`src/rtl/fsic_coreclk_tx_framer.sv`:
```
// Coreclk-side TX framer for the io_serdes serializer.
// Drives the coreclk phase toggle, sends a training word until the far end
// reports phase lock, then streams input words through a 2-entry skid buffer
// into a registered transmit word. Idle words fill any gaps.
module fsic_coreclk_tx_framer #(
  parameter int                     pDATA_WIDTH    = 32,
  parameter int                     pTRAIN_CYCLES  = 16,
  parameter logic [pDATA_WIDTH-1:0] pTRAIN_PATTERN = 32'hA5A5_5A5A,
  parameter logic [pDATA_WIDTH-1:0] pIDLE_WORD     = 32'h0000_0000
) (
  input  logic                   coreclk,
  input  logic                   axis_rst_n,
  input  logic                   serdes_en,
  input  logic                   phase_locked_io,
  input  logic                   rx_ready,
  input  logic [pDATA_WIDTH-1:0] in_tdata,
  input  logic                   in_tvalid,
  output logic                   in_tready,
  output logic                   core_toggle,
  output logic [pDATA_WIDTH-1:0] tx_word,
  output logic                   tx_word_valid,
  output logic [1:0]             link_state
);

  localparam int             CW   = $clog2(pTRAIN_CYCLES + 1);
  localparam logic [CW-1:0]  CMAX = CW'(pTRAIN_CYCLES);

  typedef enum logic [1:0] {
    S_IDLE  = 2'd0,
    S_TRAIN = 2'd1,
    S_DATA  = 2'd2
  } state_t;

  state_t                         state, nxt;
  logic [CW-1:0]                  cnt;
  logic                           sync1, locked_s;
  logic [1:0][pDATA_WIDTH-1:0]    skid;
  logic [1:0]                     occ, occ_nxt;
  logic                           push, pop;
  logic [pDATA_WIDTH-1:0]         head;

  assign link_state = state;

  // Phase reference: free-running divide-by-two of coreclk
  always_ff @(posedge coreclk or negedge axis_rst_n) begin
    if (!axis_rst_n) core_toggle <= 1'b0;
    else             core_toggle <= ~core_toggle;
  end

  // Two-flop synchronizer for the ioclk-domain lock flag
  always_ff @(posedge coreclk or negedge axis_rst_n) begin
    if (!axis_rst_n) begin
      sync1    <= 1'b0;
      locked_s <= 1'b0;
    end else begin
      sync1    <= phase_locked_io;
      locked_s <= sync1;
    end
  end

  // Next link state; dropping serdes_en overrides every other transition
  always_comb begin
    nxt = state;
    unique case (state)
      S_IDLE:  if (serdes_en) nxt = S_TRAIN;
      S_TRAIN: if (cnt == CMAX && locked_s) nxt = S_DATA;
      S_DATA:  if (!locked_s) nxt = S_TRAIN;
      default: nxt = S_IDLE;
    endcase
    if (!serdes_en) nxt = S_IDLE;
  end

  // Skid handshake: an empty buffer lets the incoming word bypass straight
  // to tx_word so a word accepted at cycle N is on the wire at N+1.
  always_comb begin
    push    = in_tvalid & in_tready & (occ != 2'd2);
    pop     = (nxt == S_DATA) & rx_ready & ((occ != 2'd0) | push);
    head    = (occ == 2'd0) ? in_tdata : skid[0];
    occ_nxt = occ + {1'b0, push} - {1'b0, pop};
    if (!serdes_en) occ_nxt = 2'd0;
  end

  // State, training counter and ready flag
  always_ff @(posedge coreclk or negedge axis_rst_n) begin
    if (!axis_rst_n) begin
      state     <= S_IDLE;
      cnt       <= '0;
      in_tready <= 1'b0;
    end else begin
      state     <= nxt;
      in_tready <= (nxt == S_DATA) && (occ_nxt < 2'd2);
      if (nxt == S_TRAIN && state == S_TRAIN) begin
        if (cnt != CMAX) cnt <= cnt + 1'b1;
      end else begin
        cnt <= '0;
      end
    end
  end

  // Skid storage in FIFO order; flushed only when the link is disabled
  always_ff @(posedge coreclk or negedge axis_rst_n) begin
    if (!axis_rst_n) begin
      occ  <= 2'd0;
      skid <= '0;
    end else begin
      occ <= occ_nxt;
      if (serdes_en) begin
        unique case ({push, pop})
          2'b10:   skid[occ[0]] <= in_tdata;
          2'b01:   skid[0]      <= skid[1];
          2'b11:   if (occ == 2'd1) skid[0] <= in_tdata;
          default: ;
        endcase
      end
    end
  end

  // Registered transmit word, aligned with the registered link state
  always_ff @(posedge coreclk or negedge axis_rst_n) begin
    if (!axis_rst_n) begin
      tx_word       <= pIDLE_WORD;
      tx_word_valid <= 1'b0;
    end else begin
      tx_word       <= pIDLE_WORD;
      tx_word_valid <= 1'b0;
      if (nxt == S_TRAIN) begin
        tx_word <= pTRAIN_PATTERN;
      end else if (pop) begin
        tx_word       <= head;
        tx_word_valid <= 1'b1;
      end
    end
  end

endmodule

```
`config.mk`:
```
export PLATFORM = sky130hd
export DESIGN_NAME = fsic_coreclk_tx_framer
export DESIGN_NICKNAME = d
export VERILOG_FILES = /design/src/rtl/fsic_coreclk_tx_framer.sv
export SDC_FILE = /design/constraint.sdc
export NUM_CORES = 1
export LEC_CHECK = 0
export ABC_AREA = 1
export ABC_CLOCK_PERIOD_IN_PS = 3500
export BUFFER_PORTS_ARGS = -buffer_cell sky130_fd_sc_hd__buf_2
export CAP_MARGIN = 20
export CORE_AREA = 4 4 112 114
export CTS_BUF_LIST = sky130_fd_sc_hd__clkbuf_4 sky130_fd_sc_hd__clkbuf_8
export DETAILED_ROUTE_END_ITERATION = 12
export DIE_AREA = 0 0 116 118
export SYNTH_ARGS = -nofsm -noshare
export SYNTH_HDL_FRONTEND = slang
export SYNTH_SLANG_ARGS = --single-unit
```
`constraint.sdc`:
```
create_clock -name coreclk -period 3.5 [get_ports coreclk]
set_clock_uncertainty 0.2 [all_clocks]
set_input_delay 0.175 -clock coreclk [delete_from_list [all_inputs] [get_ports coreclk]]
set_output_delay 0.175 -clock coreclk [all_outputs]
set_load 0.01 [all_outputs]
```
Word-level counts from Yosys, hierarchy flattened
Index checks and enable logic that the tools add are counted.
Widths: inputs -> output; s select.

cells by class
  add/sub/neg operators = 3
  divide/modulo/power cells = 0
  muxes and demuxes = 17
  eq/ne operators = 13
  reductions and logical operators = 10
  bitwise gates (word level) = 6
  $lt $le $gt $ge = 3
  shift operators = 0
  multiply operators = 0

operator list
  kind                 number
  $mux 32              5
  $pmux 32 s3          1
  $bwmux 64            1
  $demux 32 s1         1
  $mux 5               2
  $eq 2x1->1 const B   4
  $eq 2x2->1 const B   4
  $mux 2               4
  $pmux 2 s3           1
  $add 5x1->5 const B  1
  $eq 5x5->1 const B   1
  $ne 5x5->1 const B   1
  $and 1x1->1          4
  $logic_and 1x1->1    4
  $logic_not 2->1      2
  $ne 2x2->1 const B   2
  $reduce_and 3->1     1
  $reduce_bool 3->1    1
  $add 2x1->2          1
  $lt 1x2->1 const B   1
  $lt 2x2->1 const B   1
  $mux 1               2
  $ne 2x1->1 const B   1
  $reduce_and 2->1     1
  other kinds (5)      5

storage, ports and cells
  logic and storage cells = 63
  memories kept = 0
  bits in latches = 0
  bits in read-only memories = 0
  output and inout port bits = 37
  register bits = 110
  memory bits (writable) = 0
  input bits = 38

Logic depth before layout (Yosys ltp)
  word-level depth = 12
  gate-level depth with buffers = 17
  mapped depth without buffers = 15

Least setup slack after synthesis
No wires, ideal clock.

  path type = reg-to-reg
  from = register cnt[0]
  to = register skid[10] in the netlist's numbering
  clock period less this slack = 2.494 ns
  slack = 1.006 ns
  buffers on the path = 2
  data arrival time = 2.176 ns
  setup time = 0.117 ns
  cell stages (with the launch flop) = 17
  data required time = 3.183 ns
  cells stage by stage = dfrtp_1 -> inv_1 -> ha_1 -> nand2_1 -> inv_1 -> nand4_1 -> a21oi_2 -> nand2_2 -> nor2_4 -> ha_1 -> clkbuf_1 -> nor2_1 -> a21oi_4 -> nand2_4 -> buf_6 -> nand2_1 -> nand2_1

between the ends
  longest elaborated chain between the ends = 11
  elaborated cells on any way between the ends = 15
  classes of those cells = 6 x eq/ne; 4 x mux; 2 x bitwise; 3 x reduce/logical

ends and longest elaborated chain
  item                                                                     line  source
  start, declared                                                          35    logic [CW-1:0] cnt;
  start signal, assigned                                                   93    if (cnt != CMAX) cnt <= cnt + 1'b1;
  $eq 5x5->1 (*)                                                           66    S_TRAIN: if (cnt == CMAX && locked_s) nxt = S_DATA;
  $logic_and 1x1->1 (*)                                                    66
  $mux 2 (*)                                                               66
  $pmux 2 s3 (*)                                                           64    unique case (state)
  $mux 2 (*)                                                               70    if (!serdes_en) nxt = S_IDLE;
  named net nxt[1]                                                         34    state_t state, nxt;
  $eq 2x2->1 (*)                                                           77    pop = (nxt == S_DATA) & rx_ready & ((occ != 2'd0) | push);
  $and 1x1->1 (*) (2 in series)                                            77
  $eq 2x2->1 / $eq 2x1->1 (equally long branches)                          108   unique case ({push, pop})
  $ne 2x2->1 (no source line) / $reduce_bool 3->1 (equally long branches)  -
  $reduce_and 3->1 (no source line)                                        -
  end signal, assigned by index                                            109   2'b10: skid[occ[0]] <= in_tdata;
  end, declared                                                            37    logic [1:0][pDATA_WIDTH-1:0] skid;

Mark *: on every way through the listed nets, which the timed path passes. The rest lies on a longest branch.
A chain may end at the register's enable or synchronous reset.

Worst setup path in the final report
  from = register cnt[0]
  to = register skid[28] in the netlist's numbering

Same word-level chain as after synthesis.

==> impl_metrics.prom <==
# TYPE chip_impl_metric gauge
chip_impl_metric{name="post_synth_num_cell_types",unit=""} 31
chip_impl_metric{name="via_count_of_the_first_global_routing_pass",unit=""} 4228
chip_impl_info{name="reg2reg_to",value="skid[28]"} 1
chip_impl_metric{name="grt_start_max_net_pins",unit=""} 111
chip_impl_metric{name="routed_via_density",unit=""} 5.00
chip_impl_info{name="synth_top_area_cell",value="dfrtp_1"} 1
chip_impl_info{name="timing.critical_path.from_type",value="flop"} 1
chip_impl_metric{name="cap_violations",unit=""} 0
chip_impl_metric{name="fp.dieArea",unit="um^2"} 13700
chip_impl_metric{name="postCtsHoldBufs",unit=""} 36
chip_impl_metric{name="arrival",unit="ns"} 3.14
chip_impl_metric{name="antenna_violating_nets_post_route",unit=""} 0
chip_impl_metric{name="cts-root-to-sink-buffers",unit=""} 2
chip_impl_metric{name="numPortBuffers",unit=""} 74
chip_impl_info{name="hold_path_class",value="reg2reg"} 1
chip_impl_metric{name="routed_wl",unit="um"} 12100
chip_impl_metric{name="max-slew-margin-rel",unit=""} 0.314
chip_impl_metric{name="worst_skew_pair_latency",unit="ns"} 0.38
chip_impl_metric{name="placeableCoreArea",unit="um^2"} 11400
chip_impl_metric{name="wl_met1",unit="um"} 5410
chip_impl_metric{name="synth_seq_cells",unit=""} 110
chip_impl_metric{name="postSynthNetCount",unit=""} 630
chip_impl_metric{name="layout_worst_path_cycle_share",unit=""} 0.875
chip_impl_metric{name="fin_setup_tns",unit="ns"} 0
chip_impl_metric{name="vias",unit=""} 4156
chip_impl_metric{name="std_cell_rows",unit=""} 39
chip_impl_metric{name="wire_per_inst",unit="um"} 14.5
chip_impl_metric{name="timing_hold_violations_final",unit=""} 0
chip_impl_info{name="topRoutingLayerUsed",value="met4"} 1
chip_impl_metric{name="htree_num_levels",unit=""} 3
chip_impl_metric{name="yosys_warnings",unit=""} 0
chip_impl_metric{name="number_of_gates_given_a_new_drive_strength_after_cts",unit=""} 0
chip_impl_metric{name="worstPathRequired",unit="ns"} 3.57
chip_impl_info{name="netlist_top_cells_area",value="dfrtp_1 (54%), nand2_1 (15%), a211oi_2 (3.9%)"} 1
chip_impl_metric{name="reg2regPathDepth",unit=""} 14
chip_impl_metric{name="numCtsBuffers",unit=""} 9
chip_impl_info{name="timing.setup.critical_path_class",value="reg2reg"} 1
chip_impl_metric{name="area_delta_synth_final",unit="%"} 19.6
chip_impl_metric{name="post-cts-setup-buffer-count",unit=""} 0
chip_impl_info{name="outcome",value="finished, final reports clean"} 1
chip_impl_metric{name="power.leakage",unit="nW"} 3.33
chip_impl_metric{name="dp_hpwl",unit="um"} 7380
chip_impl_info{name="synthFlopType",value="dfrtp_1"} 1
chip_impl_info{name="reg2reg_from",value="cnt[0]"} 1
chip_impl_metric{name="insertedDiodeCount",unit=""} 0
chip_impl_metric{name="pwr_density_cell",unit="nW/um^2"} 372
chip_impl_metric{name="worst_hold_path.num_cells",unit=""} 0
chip_impl_info{name="post-synth-top-count-cell",value="nand2_1"} 1
chip_impl_metric{name="slew_violations",unit=""} 0
chip_impl_metric{name="initial_cell_density_of_the_core",unit=""} 0.444
chip_impl_metric{name="dr.pass1.iters",unit=""} 5
chip_impl_metric{name="synthesis.area",unit="um^2"} 5070
chip_impl_metric{name="drc_errors",unit=""} 0
chip_impl_metric{name="fin_util",unit=""} 0.531
chip_impl_metric{name="synth_largest_type_area_fraction",unit=""} 0.543
chip_impl_metric{name="number_of_sinks_driven_by_the_clock_tree",unit=""} 110
chip_impl_metric{name="postSynth.asyncResetShare",unit=""} 1.00
chip_impl_metric{name="critical_path.max_fanout",unit=""} 32
chip_impl_metric{name="final-setup-viol-count",unit=""} 0
chip_impl_metric{name="pin_count",unit=""} 75
chip_impl_metric{name="dr_wl_met3",unit="um"} 564
chip_impl_info{name="clk_root_buffer_cell",value="clkbuf_8"} 1
chip_impl_metric{name="highest_ir_drop_seen_on_vdd",unit="mV"} 0.179
chip_impl_metric{name="timing_worst_slew_pin_value",unit="ns"} 1.03
chip_impl_info{name="grt_setup_unrepaired",value="no"} 1
chip_impl_metric{name="drt_iter0_drc",unit=""} 335
chip_impl_metric{name="gp_routability_congestion",unit=""} 0.770
chip_impl_metric{name="fmax",unit="MHz"} 327
chip_impl_metric{name="final_layout_size_suffix_gt1_frac",unit=""} 0.196
chip_impl_metric{name="synth_enable_flop_cells",unit=""} 0
chip_impl_metric{name="cts.reportedPaths.clkPinSlew",unit="ns"} 0.10
chip_impl_metric{name="gr-total-overflow",unit=""} 0
chip_impl_metric{name="yosysSeqAreaShare",unit=""} 0.543
chip_impl_metric{name="met2WireLength",unit="um"} 5870
chip_impl_metric{name="die-width",unit="um"} 116
chip_impl_metric{name="grt_pass1_wl",unit="um"} 20700
chip_impl_info{name="worst_hold_startpoint",value="sync1"} 1
chip_impl_metric{name="r2r_setup_slack",unit="ns"} 0.44
chip_impl_info{name="hold_critical_path_endpoint",value="locked_s"} 1
chip_impl_info{name="synth_top_cells_by_count",value="nand2_1 (207), dfrtp_1 (110), inv_1 (47)"} 1
chip_impl_info{name="cts_tree",value="done"} 1
chip_impl_metric{name="syn-mean-instance-area",unit="um^2"} 8.63
chip_impl_metric{name="global_route.usage.total",unit=""} 0.189
chip_impl_metric{name="antenna_violations_before_repair",unit=""} 0
chip_impl_metric{name="synth_cells",unit=""} 588
chip_impl_metric{name="period_needed",unit="ns"} 3.06
chip_impl_info{name="timing.critical_path.to_type",value="flop"} 1
chip_impl_metric{name="chipHeight",unit="um"} 118
chip_impl_metric{name="nets_finish",unit=""} 726
[state kept, by name, indices dropped and copies added (netlist names)]
register	cells
cnt	5
core_toggle	1
in_tready	1
link_state	2
locked_s	1
occ	2
skid	64
sync1	1
tx_word	32
tx_word_valid	1
[per-layer routing]
layer  up-vias  GRT usage
met2       104      0.302
met4         0     0.0747
met5         -          0
met3        16     0.0303
met1      2000      0.255
li1       2036          -
[where the power goes]
group | internal, mW | switching, mW | total, mW
sequential | 1.28 | 0.00594 | 1.29
combinational | 0.0728 | 0.0979 | 0.171
clock | 0.376 | 0.422 | 0.797
[critical path, cell delays in order (launching register included)]
cell and delay (ns):
dfrtp_1 0.41, inv_1 0.11, ha_1 0.15, nand2_1 0.05
inv_1 0.09, nand4_1 0.16, a21oi_2 0.19, nand2_2 0.10
nor2_4 0.13, ha_1 0.19, nor2_1 0.08, a21oi_4 0.49
nand2_4 0.38, nand2_1 0.15, nand2_1 0.07
[cell families (layout without fill, tap and decap cells)]
| group | after synthesis | count (layout) | synth area share |
|---|---|---|---|
| simple gates | 299 | 299 | 0.246 |
| xor+xnor | 3 | 3 | 0.00518 |
| flops | 110 | 110 | 0.543 |
| compound gates | 90 | 90 | 0.119 |
| buf+inv | 82 | 183 | 0.0779 |
| fa+ha+maj | 4 | 4 | 0.00986 |
[cell usage in the layout, fill, tap and decap left out, drive strengths merged]
master,instances
nand4,3
nor2,44
nor3,1
o21bai,1
a21oi,22
xnor2,2
dfrtp,110
a31o,1
buf,81
o21ai,50
inv,50
clkinv,2
or2,2
xor2,1
dlygate4sd3,36
bufinv,1
nand3,37
ha,4
nand2,212
clkbuf,13
a211oi,16
[layout make-up]
class / instances / area [um^2]
clock buffer: 13 / 160
clock inverter: 3 / 43.8
multi-input combinational: 396 / 1930
inverter: 50 / 188
tap: 143 / 179
timing repair buffer: 117 / 811
fill: 1060 / 5350
sequential: 110 / 2750
[worst max-delay path by stage]
stage,cells after the start,startpoint,end
finish,14,cnt[0],skid[28]
global route,14,cnt[0],skid[26]
CTS,14,cnt[0],skid[15]
detailed placement,15,cnt[0],skid[15]
global placement,15,cnt[0],skid[20]
floorplan,16,cnt[0],skid[10]
[metrics by stage]
step,cell area [um^2],setup slack (ns),power (mW),hold WS [ns],instances
after floorplan,5070,1.01,1.38,-0.321,588
after global placement,5500,0.576,1.46,0.0843,780
after detailed placement,5500,0.463,1.46,0.0847,780
after CTS,6070,0.438,2.29,0.138,832
after global routing,6070,0.190,2.36,0.175,832
final,6070,0.438,2.26,0.157,832
No activity file was read; power rests on OpenSTA's default activity.
